`config.mk`:
```
export PLATFORM = sky130hd
export DESIGN_NAME = seven_segment_scan_controller
export DESIGN_NICKNAME = d
export VERILOG_FILES = /design/src/rtl/seven_segment_scan_controller_pkg.sv /design/src/rtl/seven_segment_scan_controller_hex_nibble_decoder.sv /design/src/rtl/seven_segment_scan_controller.sv
export SDC_FILE = /design/constraint.sdc
export NUM_CORES = 1
export LEC_CHECK = 0
export BUFFER_PORTS_ARGS = -buffer_cell sky130_fd_sc_hd__buf_2
export CORE_ASPECT_RATIO = 1.4
export CORE_UTILIZATION = 36
export CTS_CLUSTER_SIZE = 28
export DETAILED_ROUTE_END_ITERATION = 8
export PLACE_DENSITY = 0.63
export SLEW_MARGIN = 10
export SYNTH_ARGS = -nofsm -noshare
export SYNTH_HDL_FRONTEND = slang
export SYNTH_SLANG_ARGS = --single-unit
```
`constraint.sdc`:
```
create_clock -name clk -period 3.63 [get_ports clk]
set_input_delay 0.726 -clock clk [delete_from_list [all_inputs] [get_ports clk]]
set_output_delay 0.726 -clock clk [all_outputs]
set_load 0.1 [all_outputs]
```
`src/rtl/seven_segment_scan_controller_pkg.sv`:
```
// Shared types and constants for the 4-digit multiplexed 7-segment scan controller.
// Segment patterns are active-low {g,f,e,d,c,b,a} for a common-anode display.
package seven_segment_scan_controller_pkg;

    localparam int unsigned NIBBLE_W   = 4;
    localparam int unsigned SEG_W      = 7;
    localparam int unsigned NUM_DIGITS = 4;
    localparam int unsigned IDX_W      = $clog2(NUM_DIGITS);
    localparam int unsigned VALUE_W    = NIBBLE_W * NUM_DIGITS;

    typedef enum logic {
        ST_DEAD  = 1'b0,
        ST_DRIVE = 1'b1
    } scan_state_e;

    // Registered pin drive: digit enables and segment pattern travel together.
    typedef struct packed {
        logic [NUM_DIGITS-1:0] digit_sel_n;
        logic [SEG_W-1:0]      segment_n;
    } disp_drive_t;

    localparam logic [SEG_W-1:0] SEG_0     = 7'b1000000;
    localparam logic [SEG_W-1:0] SEG_1     = 7'b1111001;
    localparam logic [SEG_W-1:0] SEG_2     = 7'b0100100;
    localparam logic [SEG_W-1:0] SEG_3     = 7'b0110000;
    localparam logic [SEG_W-1:0] SEG_4     = 7'b0011001;
    localparam logic [SEG_W-1:0] SEG_5     = 7'b0010010;
    localparam logic [SEG_W-1:0] SEG_6     = 7'b0000010;
    localparam logic [SEG_W-1:0] SEG_7     = 7'b1111000;
    localparam logic [SEG_W-1:0] SEG_8     = 7'b0000000;
    localparam logic [SEG_W-1:0] SEG_9     = 7'b0010000;
    localparam logic [SEG_W-1:0] SEG_A     = 7'b0001000;
    localparam logic [SEG_W-1:0] SEG_B     = 7'b0000011;
    localparam logic [SEG_W-1:0] SEG_C     = 7'b1000110;
    localparam logic [SEG_W-1:0] SEG_D     = 7'b0100001;
    localparam logic [SEG_W-1:0] SEG_E     = 7'b0000110;
    localparam logic [SEG_W-1:0] SEG_F     = 7'b0001110;
    localparam logic [SEG_W-1:0] SEG_BLANK = 7'b1111111;

endpackage

```
`src/rtl/seven_segment_scan_controller_hex_nibble_decoder.sv`:
```
// Combinational hex nibble to active-low 7-segment pattern decoder.
module hex_nibble_decoder
    import seven_segment_scan_controller_pkg::*;
(
    input  logic [NIBBLE_W-1:0] nibble_i,
    output logic [SEG_W-1:0]    seg_n_c_o
);

    always_comb begin
        seg_n_c_o = SEG_BLANK;
        case (nibble_i)
            4'h0: seg_n_c_o = SEG_0;
            4'h1: seg_n_c_o = SEG_1;
            4'h2: seg_n_c_o = SEG_2;
            4'h3: seg_n_c_o = SEG_3;
            4'h4: seg_n_c_o = SEG_4;
            4'h5: seg_n_c_o = SEG_5;
            4'h6: seg_n_c_o = SEG_6;
            4'h7: seg_n_c_o = SEG_7;
            4'h8: seg_n_c_o = SEG_8;
            4'h9: seg_n_c_o = SEG_9;
            4'hA: seg_n_c_o = SEG_A;
            4'hB: seg_n_c_o = SEG_B;
            4'hC: seg_n_c_o = SEG_C;
            4'hD: seg_n_c_o = SEG_D;
            4'hE: seg_n_c_o = SEG_E;
            4'hF: seg_n_c_o = SEG_F;
        endcase
    end

endmodule

```
`src/rtl/seven_segment_scan_controller.sv`:
```
// Scans a 16-bit value onto a 4-digit common-anode display with dead time,
// frame-synchronous value updates, blank/blink masks and leading-zero suppression.
module seven_segment_scan_controller
    import seven_segment_scan_controller_pkg::*;
#(
    parameter int unsigned DIGIT_TICKS  = 50000,
    parameter int unsigned DEAD_TICKS   = 500,
    parameter int unsigned BLINK_FRAMES = 64
) (
    input  logic                  clk,
    input  logic                  reset_n,
    input  logic [VALUE_W-1:0]    value_in,
    input  logic                  value_load,
    input  logic [NUM_DIGITS-1:0] blank_mask,
    input  logic [NUM_DIGITS-1:0] blink_mask,
    input  logic                  zero_suppress,
    output logic [NUM_DIGITS-1:0] digit_select_n,
    output logic [SEG_W-1:0]      segment_n,
    output logic                  frame_done,
    output logic                  value_pending
);

    localparam int unsigned PRESC_W = $clog2(DIGIT_TICKS);
    localparam int unsigned BLINK_W = (BLINK_FRAMES > 1) ? $clog2(BLINK_FRAMES) : 1;
    localparam logic [PRESC_W-1:0] DEAD_LAST  = PRESC_W'(DEAD_TICKS - 1);
    localparam logic [PRESC_W-1:0] SLOT_LAST  = PRESC_W'(DIGIT_TICKS - 1);
    localparam logic [BLINK_W-1:0] BLINK_LAST = BLINK_W'(BLINK_FRAMES - 1);
    localparam logic [IDX_W-1:0]   IDX_LAST   = IDX_W'(NUM_DIGITS - 1);

    scan_state_e          state_q, state_d;
    logic [PRESC_W-1:0]   presc_q, presc_d;
    logic [IDX_W-1:0]     idx_q, idx_d;
    logic [VALUE_W-1:0]   shadow_q, shadow_d;
    logic [VALUE_W-1:0]   active_q, active_d;
    logic                 pending_q, pending_d;
    logic [BLINK_W-1:0]   blink_cnt_q, blink_cnt_d;
    logic                 blink_on_q, blink_on_d;
    logic                 frame_done_q;
    disp_drive_t          drive_q, drive_d;
    logic                 boundary_c;
    logic [VALUE_W-1:0]   upper_c;
    logic [NIBBLE_W-1:0]  nibble_c;
    logic                 blank_c;
    logic [SEG_W-1:0]     seg_dec_c;

    // Slot sequencing, frame-synchronous value transfer and blink phase.
    always_comb begin
        state_d     = state_q;
        presc_d     = presc_q + PRESC_W'(1);
        idx_d       = idx_q;
        boundary_c  = 1'b0;
        shadow_d    = shadow_q;
        active_d    = active_q;
        pending_d   = pending_q;
        blink_cnt_d = blink_cnt_q;
        blink_on_d  = blink_on_q;

        case (state_q)
            ST_DEAD: begin
                if (presc_q == DEAD_LAST) state_d = ST_DRIVE;
            end
            ST_DRIVE: begin
                if (presc_q == SLOT_LAST) begin
                    state_d    = ST_DEAD;
                    presc_d    = '0;
                    idx_d      = idx_q + IDX_W'(1);
                    boundary_c = (idx_q == IDX_LAST);
                end
            end
        endcase

        if (value_load) begin
            shadow_d  = value_in;
            pending_d = 1'b1;
        end
        // A load landing on the boundary bypasses the shadow and never shows as pending.
        if (boundary_c) begin
            active_d  = value_load ? value_in : shadow_q;
            pending_d = 1'b0;
            if (blink_cnt_q == BLINK_LAST) begin
                blink_cnt_d = '0;
                blink_on_d  = ~blink_on_q;
            end else begin
                blink_cnt_d = blink_cnt_q + BLINK_W'(1);
            end
        end
    end

    // Content of the digit about to be driven; shifting out lower nibbles exposes i..3.
    assign upper_c  = active_q >> {idx_d, 2'b00};
    assign nibble_c = NIBBLE_W'(upper_c);
    assign blank_c  = blank_mask[idx_d]
                   || (blink_mask[idx_d] && !blink_on_q)
                   || (zero_suppress && (idx_d != '0) && (upper_c == '0));

    hex_nibble_decoder u_decoder (
        .nibble_i  (nibble_c),
        .seg_n_c_o (seg_dec_c)
    );

    always_comb begin
        drive_d.digit_sel_n = '1;
        drive_d.segment_n   = SEG_BLANK;
        if (state_d == ST_DRIVE) begin
            drive_d.digit_sel_n = ~(NUM_DIGITS'(1) << idx_d);
            if (!blank_c) drive_d.segment_n = seg_dec_c;
        end
    end

    always_ff @(posedge clk or negedge reset_n) begin
        if (!reset_n) begin
            state_q      <= ST_DEAD;
            presc_q      <= '0;
            idx_q        <= '0;
            shadow_q     <= '0;
            active_q     <= '0;
            pending_q    <= 1'b0;
            blink_cnt_q  <= '0;
            blink_on_q   <= 1'b1;
            frame_done_q <= 1'b0;
            drive_q      <= '{digit_sel_n: '1, segment_n: SEG_BLANK};
        end else begin
            state_q      <= state_d;
            presc_q      <= presc_d;
            idx_q        <= idx_d;
            shadow_q     <= shadow_d;
            active_q     <= active_d;
            pending_q    <= pending_d;
            blink_cnt_q  <= blink_cnt_d;
            blink_on_q   <= blink_on_d;
            frame_done_q <= boundary_c;
            drive_q      <= drive_d;
        end
    end

    assign digit_select_n = drive_q.digit_sel_n;
    assign segment_n      = drive_q.segment_n;
    assign frame_done     = frame_done_q;
    assign value_pending  = pending_q;

endmodule
```
After elaboration in Yosys (flattened, before gate mapping)
Memories as Yosys holds them, arrays and structs flattened.
Index checks and enable logic that the tools add are counted.
Widths: inputs -> output; s select.
{"block": "word_totals", "in_bits": 28, "regBits": 71, "romBits": 112, "mem_count": 1}
{"block": "op_classes", "reduce_logical": 10, "bitwise": 3, "magnitude_cmp": 1, "shifts": 2, "muxes": 19, "n_eq_ne": 4, "addsub": 3}
{"memory": "(name not given)", "words": 16, "width": 7, "read_ports": 1, "rd_clocked_by_memory_dff": 0, "wr": 0, "line": "seven_segment_scan_controller_hex_nibble_decoder.sv:11", "source": "case (nibble_i)"}
{"cell": "$mux 16", "count": 3}
{"cell": "$add 16x1->16 const B", "count": 1}
{"cell": "$eq 16x16->1 const B", "count": 1}
{"cell": "$eq 16x9->1 const B", "count": 1}
{"cell": "$logic_not 16->1", "count": 1}
{"cell": "$shr 16x4->16", "count": 1}
{"cell": "$mux 11", "count": 1}
{"cell": "$mux 1", "count": 8}
{"cell": "$mux 7", "count": 1}
{"cell": "$add 6x1->6 const B", "count": 1}
{"cell": "$eq 6x6->1 const B", "count": 1}
{"cell": "$mux 6", "count": 1}
{"cell": "$bmux 1 s2", "count": 2}
{"cell": "$mux 2", "count": 2}
{"cell": "$not 4->4", "count": 1}
{"cell": "$reduce_bool 2->1", "count": 2}
{"cell": "$shl 1x2->4 const A", "count": 1}
{"cell": "$logic_and 1x1->1", "count": 3}
{"cell": "$lt 2x3->1 const B", "count": 1}
{"cell": "$add 2x1->2 const B", "count": 1}
{"cell": "$eq 2x2->1 const B", "count": 1}
{"cell": "$logic_or 1x1->1", "count": 2}
{"cell": "$not 1->1", "count": 2}
{"cell": "$pmux 1 s2", "count": 1}
{"cell": "2 further kinds", "count": 2}

Depth between registers and ports, before layout
Gate-level depths: netlist of the first run.
{"block": "logic_depth", "word_depth": 10, "depth_mapped": 11, "mapped_depth_nobuf": 11}

Hierarchy
A second synthesis of the first run with hierarchy kept.
{"block": "hier_totals", "hier_cells": 336, "area_unflattened_um2": 3808.7}
{"mod": "seven_segment_scan_controller", "n_inst": 1, "cells_per_inst": 301, "area_per_inst_um2": 3537.1, "seq_area_each_um2": 1791.7}
{"mod": "hex_nibble_decoder", "n_inst": 1, "cells_per_inst": 35, "area_per_inst_um2": 271.5, "seq_area_each_um2": 0.0}

Worst setup path after synthesis of the first run
OpenSTA, ideal clock, no wires.
{"block": "synth_timing", "path_type": "register to register", "startpoint": "reg presc_q[11]", "endpoint": "reg drive_q (netlist bit segment_n[3])", "synth_period_minus_slack_ps": 2827, "setup_time_ps": 97, "required_ps": 3533, "setup_slack_ps": 803, "stages_incl_launch_ff": 9, "arrival_time_ps": 2729, "cell_sequence": "dfrtp_1 or4_4 or3_4 nor2_8 mux4_2 buf_6 mux2_1 mux2i_1 nand3_1"}
{"element": "start, declared", "line": "seven_segment_scan_controller.sv:31", "source": "logic [PRESC_W-1:0] presc_q, presc_d;"}
{"element": "start signal, assigned", "line": "seven_segment_scan_controller.sv:124", "source": "presc_q <= presc_d;"}
{"element": "end signal, assigned", "line": "seven_segment_scan_controller.sv:121", "source": "drive_q <= '{digit_sel_n: '1, segment_n: SEG_BLANK};"}
{"element": "end signal, assigned", "line": "seven_segment_scan_controller.sv:132", "source": "drive_q <= drive_d;"}
{"element": "end, declared", "line": "seven_segment_scan_controller.sv:39", "source": "disp_drive_t drive_q, drive_d;"}

==> results.yml, run 1 <==
status:
  outcome: "complete, no violations"
critical_path:
  endpoint: "segment_n[6]"
  cp.required_ps: 3850
  rr_endpoint: "segment_n[6]"
  max_stage_delay_ps: 690
  crit_fanout: 18
  r2r_cells: 7
  path_class: "reg -> reg"
  cp.arrival_ps: 3330
  worstSetupStartpointType: "register"
  path_buf_inv: 0
  crit_path_top_delay_cell: "mux4_2"
  path_depth: 7
  rr_startpoint: "presc_q[11]"
  crit_chain: "or4_4 -> or3_4 -> nor2_8 -> mux4_2 -> mux2_2 -> a22oi_1 -> nand3_1"
  crit_start: "presc_q[11]"
  cp_top_family: "simple AND/OR/NAND/NOR gates"
  end_kind: "register"
  rrSetupSlack_ps: 530
grt:
  grt_pass1_vias: 2482
  grt_pass1_wl_um: 12000
  antenna_found_initial: 0
  grt_usage: 0.150
  grt_max_degree: 41
  overflow: 0
power_and_ir_drop:
  peakVddDrop_uv: 237
  p_leak_nw: 1.90
  p_per_area_nw_per_um2: 412
drt:
  ant_nets: 0
  first_pass_iters: 4
  via_count: 2511
  first_iter_violations: 117
  wl_per_cell_um: 14.5
  post-route-drc-count: 0
  wirelength_um: 7190
  via_per_inst: 5.07
clock_tree:
  cts_sinks: 71
  cts_tree: "done"
  postCtsHoldBufs: 0
  cts_root_buf: "clkbuf_16"
  cts.clk_slew.worst_paths_ps: 50
  cts_made_buffers: 9
  clock_latency_ps: 330
  post-cts-setup-buffer-count: 0
  cts_buffer_depth: 2
  post_cts_resized: 0
  cts.htree.levels: 3
synth:
  yosysTopAreaCellShare: 0.403
  synthFlopType: "dfrtp_1"
  muxShareOfSynthArea: 0.193
  seq_area_frac_synth: 0.489
  netlist_area_um2: 3660
  post-synth-top-count-cell: "dfrtp_1"
  synth_area_leaders: "dfrtp_1 (40%), mux2_2 (10%), dfstp_2 (8.6%)"
  synth_fa_ha_area_frac: 0.0308
  synth-edff-count: 0
  synth_nets: 351
  synth_top_family_by_area: "multiplexers"
  async_reset_ff_frac: 1.00
  synthSimpleGateAreaFrac: 0.149
  synth_xor_area_frac: 0.0550
  ys_warn_count: 0
  postSynthCellCount: 314
  synth_commonest_cells: "dfrtp_1 (59), mux2_2 (34), nor2_1 (27)"
  syn_area_per_cell_um2: 11.7
  ys_ff_latch: 71
  synth_area_leader_cell: "dfrtp_1"
  yosysUniqueCellTypes: 52
  synth_compound_area_frac: 0.0533
layout:
  design.final.nets: 392
  design_area_um2: 4320
  layout-drive-gt1-share: 0.342
  area_delta_synth_final_pct: 17.9
  antenna_cells: 0
  multi_input_area_um2: 1760
  fillerInstances: 972
  seq_area_um2: 1790
placed_design:
  placed_cell_area_um2: 4010
  port_buffers: 40
  dp_hpwl_um: 5320
  place.gp.congestion: 0.824
floorplanning:
  die_area_um2: 10600
  rows: 43
  core_area_um2: 9900
  die_w_um: 87.2
  die_h_um: 121
  initial_core_util: 0.370
  io_pins: 41
min_path:
  hold_path_class: "in -> async"
timing:
  fin_setup_tns_ps: 0
  max_freq_mhz: 322
  hold_viol_final: 0
  setup_viol: 0
  slew_headroom: 0.512
  report.final.slew_viol_count: 0
  fin_crit_sh: 0.855
  tightest_slew_ps: 732
  period_minus_slack_ps: 3100
  rsz0062_at_grt: "false"
  finClkSkew_ps: 7.51
flow_run:
  cap_violations: 0
report_power, final:
part	internal (mW)	total (mW)	switching [mW]	leakage, nW
Clock	0.588	0.900	0.312	0.149
Sequential	0.810	0.814	0.00404	0.894
Combinational	0.0307	0.0643	0.0336	0.857
Total	1.43	1.78	0.349	1.90
cells in the final DEF, fill, tap and decap left out, drive strengths merged, types with 3 or more instances in the layout:
| cell type | instances |
|---|---|
| or4 | 3 |
| nor4 | 3 |
| mux2i | 20 |
| nor2 | 28 |
| nand3 | 13 |
| dfrtp | 59 |
| a21oi | 5 |
| nand2 | 15 |
| ha | 9 |
| inv | 11 |
| buf | 44 |
| nor3b | 3 |
| nor3 | 14 |
| xor2 | 13 |
| a22oi | 3 |
| dfstp | 12 |
| mux4 | 5 |
| clkbuf | 14 |
| o21ai | 6 |
| nand4 | 8 |
| xnor2 | 10 |
| mux2 | 35 |
logic make-up (layout without fill, tap and decap cells):
| family | count (synthesis) | after routing |
|---|---|---|
| buffers and inverters | 25 | 71 |
| muxes | 60 | 60 |
| and+or+nand+nor | 100 | 100 |
| xor gates and xnor gates | 23 | 23 |
| AOI/OAI and AO/OA | 26 | 26 |
| adders and majority gates | 9 | 9 |
| DFF | 71 | 71 |
stage by stage:
step                hold WS, ps  utilization  power, mW  cells  setup WS [ps]
floorplan                   430            -      0.854    314            803
global placement            463        0.405      0.893    479            622
detailed placement          468        0.405      0.895    479            563
CTS                         483        0.436       1.80    495            545
global route                505        0.436       1.85    495            393
finish                      455        0.436       1.78    495            526
flip-flops by register name, summed over array words and instances, names as in the netlist:
name and cells:
active_q 16, presc_q 16, shadow_q 16, segment_n 7
blink_cnt_q 6, digit_select_n 4, idx_q 2, blink_on_q 1
frame_done 1, state_q 1, value_pending 1
area by class of cell:
cell class                 count  share of cell area
timing repair buffer          44              0.0562
sequential                    71               0.415
multi-input combinational    218               0.408
inverter                      11             0.00956
clock inverter                 2             0.00869
tap                          135              0.0391
clock buffer                  14              0.0635
per-layer routing:
layer | wire (um) | part of all wire | global-route usage
met4 | 201 | 0.028 | 0.0717
met2 | 3640 | 0.51 | 0.243
met1 | 3060 | 0.42 | 0.182
met3 | 294 | 0.041 | 0.0442
met5 | 0 | 0 | 0
how the worst min path moves through the flow:
stage              startpoint              to  slack, ps  cells past startpoint
6_report              reset_n     shadow_q[3]        460                      1
5_1_grt           shadow_q[1]     shadow_q[1]        500                      1
4_1_cts               reset_n     shadow_q[3]        480                      1
3_5_place_dp   blink_cnt_q[4]  blink_cnt_q[4]        470                      1
3_3_place_gp   blink_cnt_q[5]  blink_cnt_q[5]        460                      1
2_1_floorplan         reset_n     active_q[0]        430                      0
No activity file was read; power rests on OpenSTA's default activity.
==> run 2, diff against run 1 <==
--- a/config.mk
+++ b/config.mk
@@ -5,12 +5,12 @@
 export SDC_FILE = /design/constraint.sdc
 export NUM_CORES = 1
 export LEC_CHECK = 0
-export BUFFER_PORTS_ARGS = -buffer_cell sky130_fd_sc_hd__buf_2
+export BUFFER_PORTS_ARGS = -buffer_cell sky130_fd_sc_hd__buf_4
 export CORE_ASPECT_RATIO = 1.4
-export CORE_UTILIZATION = 36
+export CORE_UTILIZATION = 50
 export CTS_CLUSTER_SIZE = 28
 export DETAILED_ROUTE_END_ITERATION = 8
-export PLACE_DENSITY = 0.63
+export PLACE_DENSITY = 0.8
 export SLEW_MARGIN = 10
 export SYNTH_ARGS = -nofsm -noshare
 export SYNTH_HDL_FRONTEND = slang
==> results.yml, run 2 (synthesis gave the netlist of run 1 again) <==
clock_tree:
  cts_tree: "done"
  cts.clk_slew.worst_paths_ps: 80
  post-cts-setup-buffer-count: 0
  cts_sinks: 71
  cts_root_buf: "clkbuf_8"
  postCtsHoldBufs: 0
  post_cts_resized: 0
  cts_made_buffers: 9
  cts.htree.levels: 3
  cts_buffer_depth: 2
  clock_latency_ps: 350
timing:
  hold_viol_final: 0
  fin_crit_sh: 0.854
  report.final.slew_viol_count: 0
  rsz0062_at_grt: "false"
  tightest_slew_ps: 864
  period_minus_slack_ps: 3100
  max_freq_mhz: 323
  slew_headroom: 0.424
  finClkSkew_ps: 11.0
  fin_setup_tns_ps: 0
  setup_viol: 0
critical_path:
  path_class: "reg -> reg"
  crit_path_top_delay_cell: "mux4_2"
  cp.required_ps: 3880
  crit_fanout: 18
  end_kind: "register"
  path_buf_inv: 0
  cp.arrival_ps: 3350
  path_depth: 7
  r2r_cells: 7
  crit_chain: "or4_4 -> or3_4 -> nor2_8 -> mux4_2 -> mux2_1 -> mux2i_1 -> nand3_1"
  cp_top_family: "simple AND/OR/NAND/NOR gates"
  worstSetupStartpointType: "register"
  max_stage_delay_ps: 690
drt:
  wl_per_cell_um: 15.5
  first_pass_iters: 4
  ant_nets: 0
  first_iter_violations: 142
  via_per_inst: 5.51
  post-route-drc-count: 0
  wirelength_um: 7050
  via_count: 2508
floorplanning:
  io_pins: 41
  rows: 36
  die_w_um: 74.3
  initial_core_util: 0.521
  core_area_um2: 7030
  die_h_um: 103
  die_area_um2: 7670
placed_design:
  place_inst: 439
  place.gp.congestion: 0.840
  port_buffers: 40
  dp_hpwl_um: 5040
layout:
  top_regs: "active_q x16, presc_q x16, shadow_q x16"
  layout-drive-gt1-share: 0.344
  design.final.nets: 392
  final_common_cell: "dfrtp_1"
  mostFrequentLayoutCells: "dfrtp_1 (59), buf_4 (44), mux2_2 (34)"
  fin_cells: 455
  antenna_cells: 0
  area_delta_synth_final_pct: 16.5
power_and_ir_drop:
  peakVddDrop_uv: 271
  p_leak_nw: 1.90
  power_mw: 1.57
  p_per_area_nw_per_um2: 368
grt:
  grt_usage: 0.207
  overflow: 0
  grt_pass1_wl_um: 11700
  antenna_found_initial: 0
  grt_max_degree: 72
  grt_pass1_vias: 2534
min_path:
  hold_path_class: "in -> async"
status:
  outcome: "complete, no violations"
flow_run:
  cap_violations: 0
run 2: cell count changes in the layout (fill, tap and decap cells not counted):
cell        previous run  this run
clkbuf_16              9         0
buf_12                 1         0
clkinvlp_4             1         2
clkinv_1               0         1
buf_2                 40         0
buf_4                  3        44
clkinv_2               0         1
clkbuf_8               3        10
clkbuf_1               2         0
bufinv_16              1         2
run 2: worst paths after layout:
path,from,endpoint,slack [ps]
max reg2reg,presc_q[10],segment_n[3],530
min in group clk,presc_q[0],presc_q[0],480
max,presc_q[10],segment_n[3],530
min,reset_n,idx_q[0],480
max in group asynchronous,reset_n,shadow_q[12],2570
min reg2reg,presc_q[0],presc_q[0],480
run 2: report_power, final:
part | internal [mW] | leakage [nW] | switching, mW
Sequential | 0.809 | 0.894 | 0.00416
Clock | 0.402 | 0.106 | 0.287
Combinational | 0.0364 | 0.899 | 0.0321
Total | 1.25 | 1.90 | 0.324
run 2: metrics by stage:
stage                     hold slack [ps]  utilization  setup slack, ps  instance area, um^2
after CTS                             486        0.607              531                 4270
after global placement                465        0.575              617                 4040
after floorplan                       430            -              803                 3660
final                                 478        0.607              532                 4270
after global routing                  512        0.607              421                 4270
after detailed placement              475        0.575              561                 4040
run 2: layout make-up:
cell class	count	area, um^2
fill	615	2760
sequential	71	1790
multi-input combinational	218	1760
timing repair buffer	44	330
clock buffer	10	138
tap	95	119
clock inverter	6	83.8
inverter	11	41.3
run 2: worst register-to-register path, stage by stage (launching register included):
cell     delay, ps
dfrtp_1        420
or4_4          570
or3_4          450
nor2_8         280
mux4_2         690
mux2_1         360
mux2i_1        140
nand3_1         90
run 2: per-layer routing:
layer	track usage	share of wire	vias to the layer above
li1	-	-	1204
met1	0.249	0.42	1231
met2	0.346	0.52	63
met3	0.0494	0.039	10
met4	0.100	0.019	0
met5	0	0	-
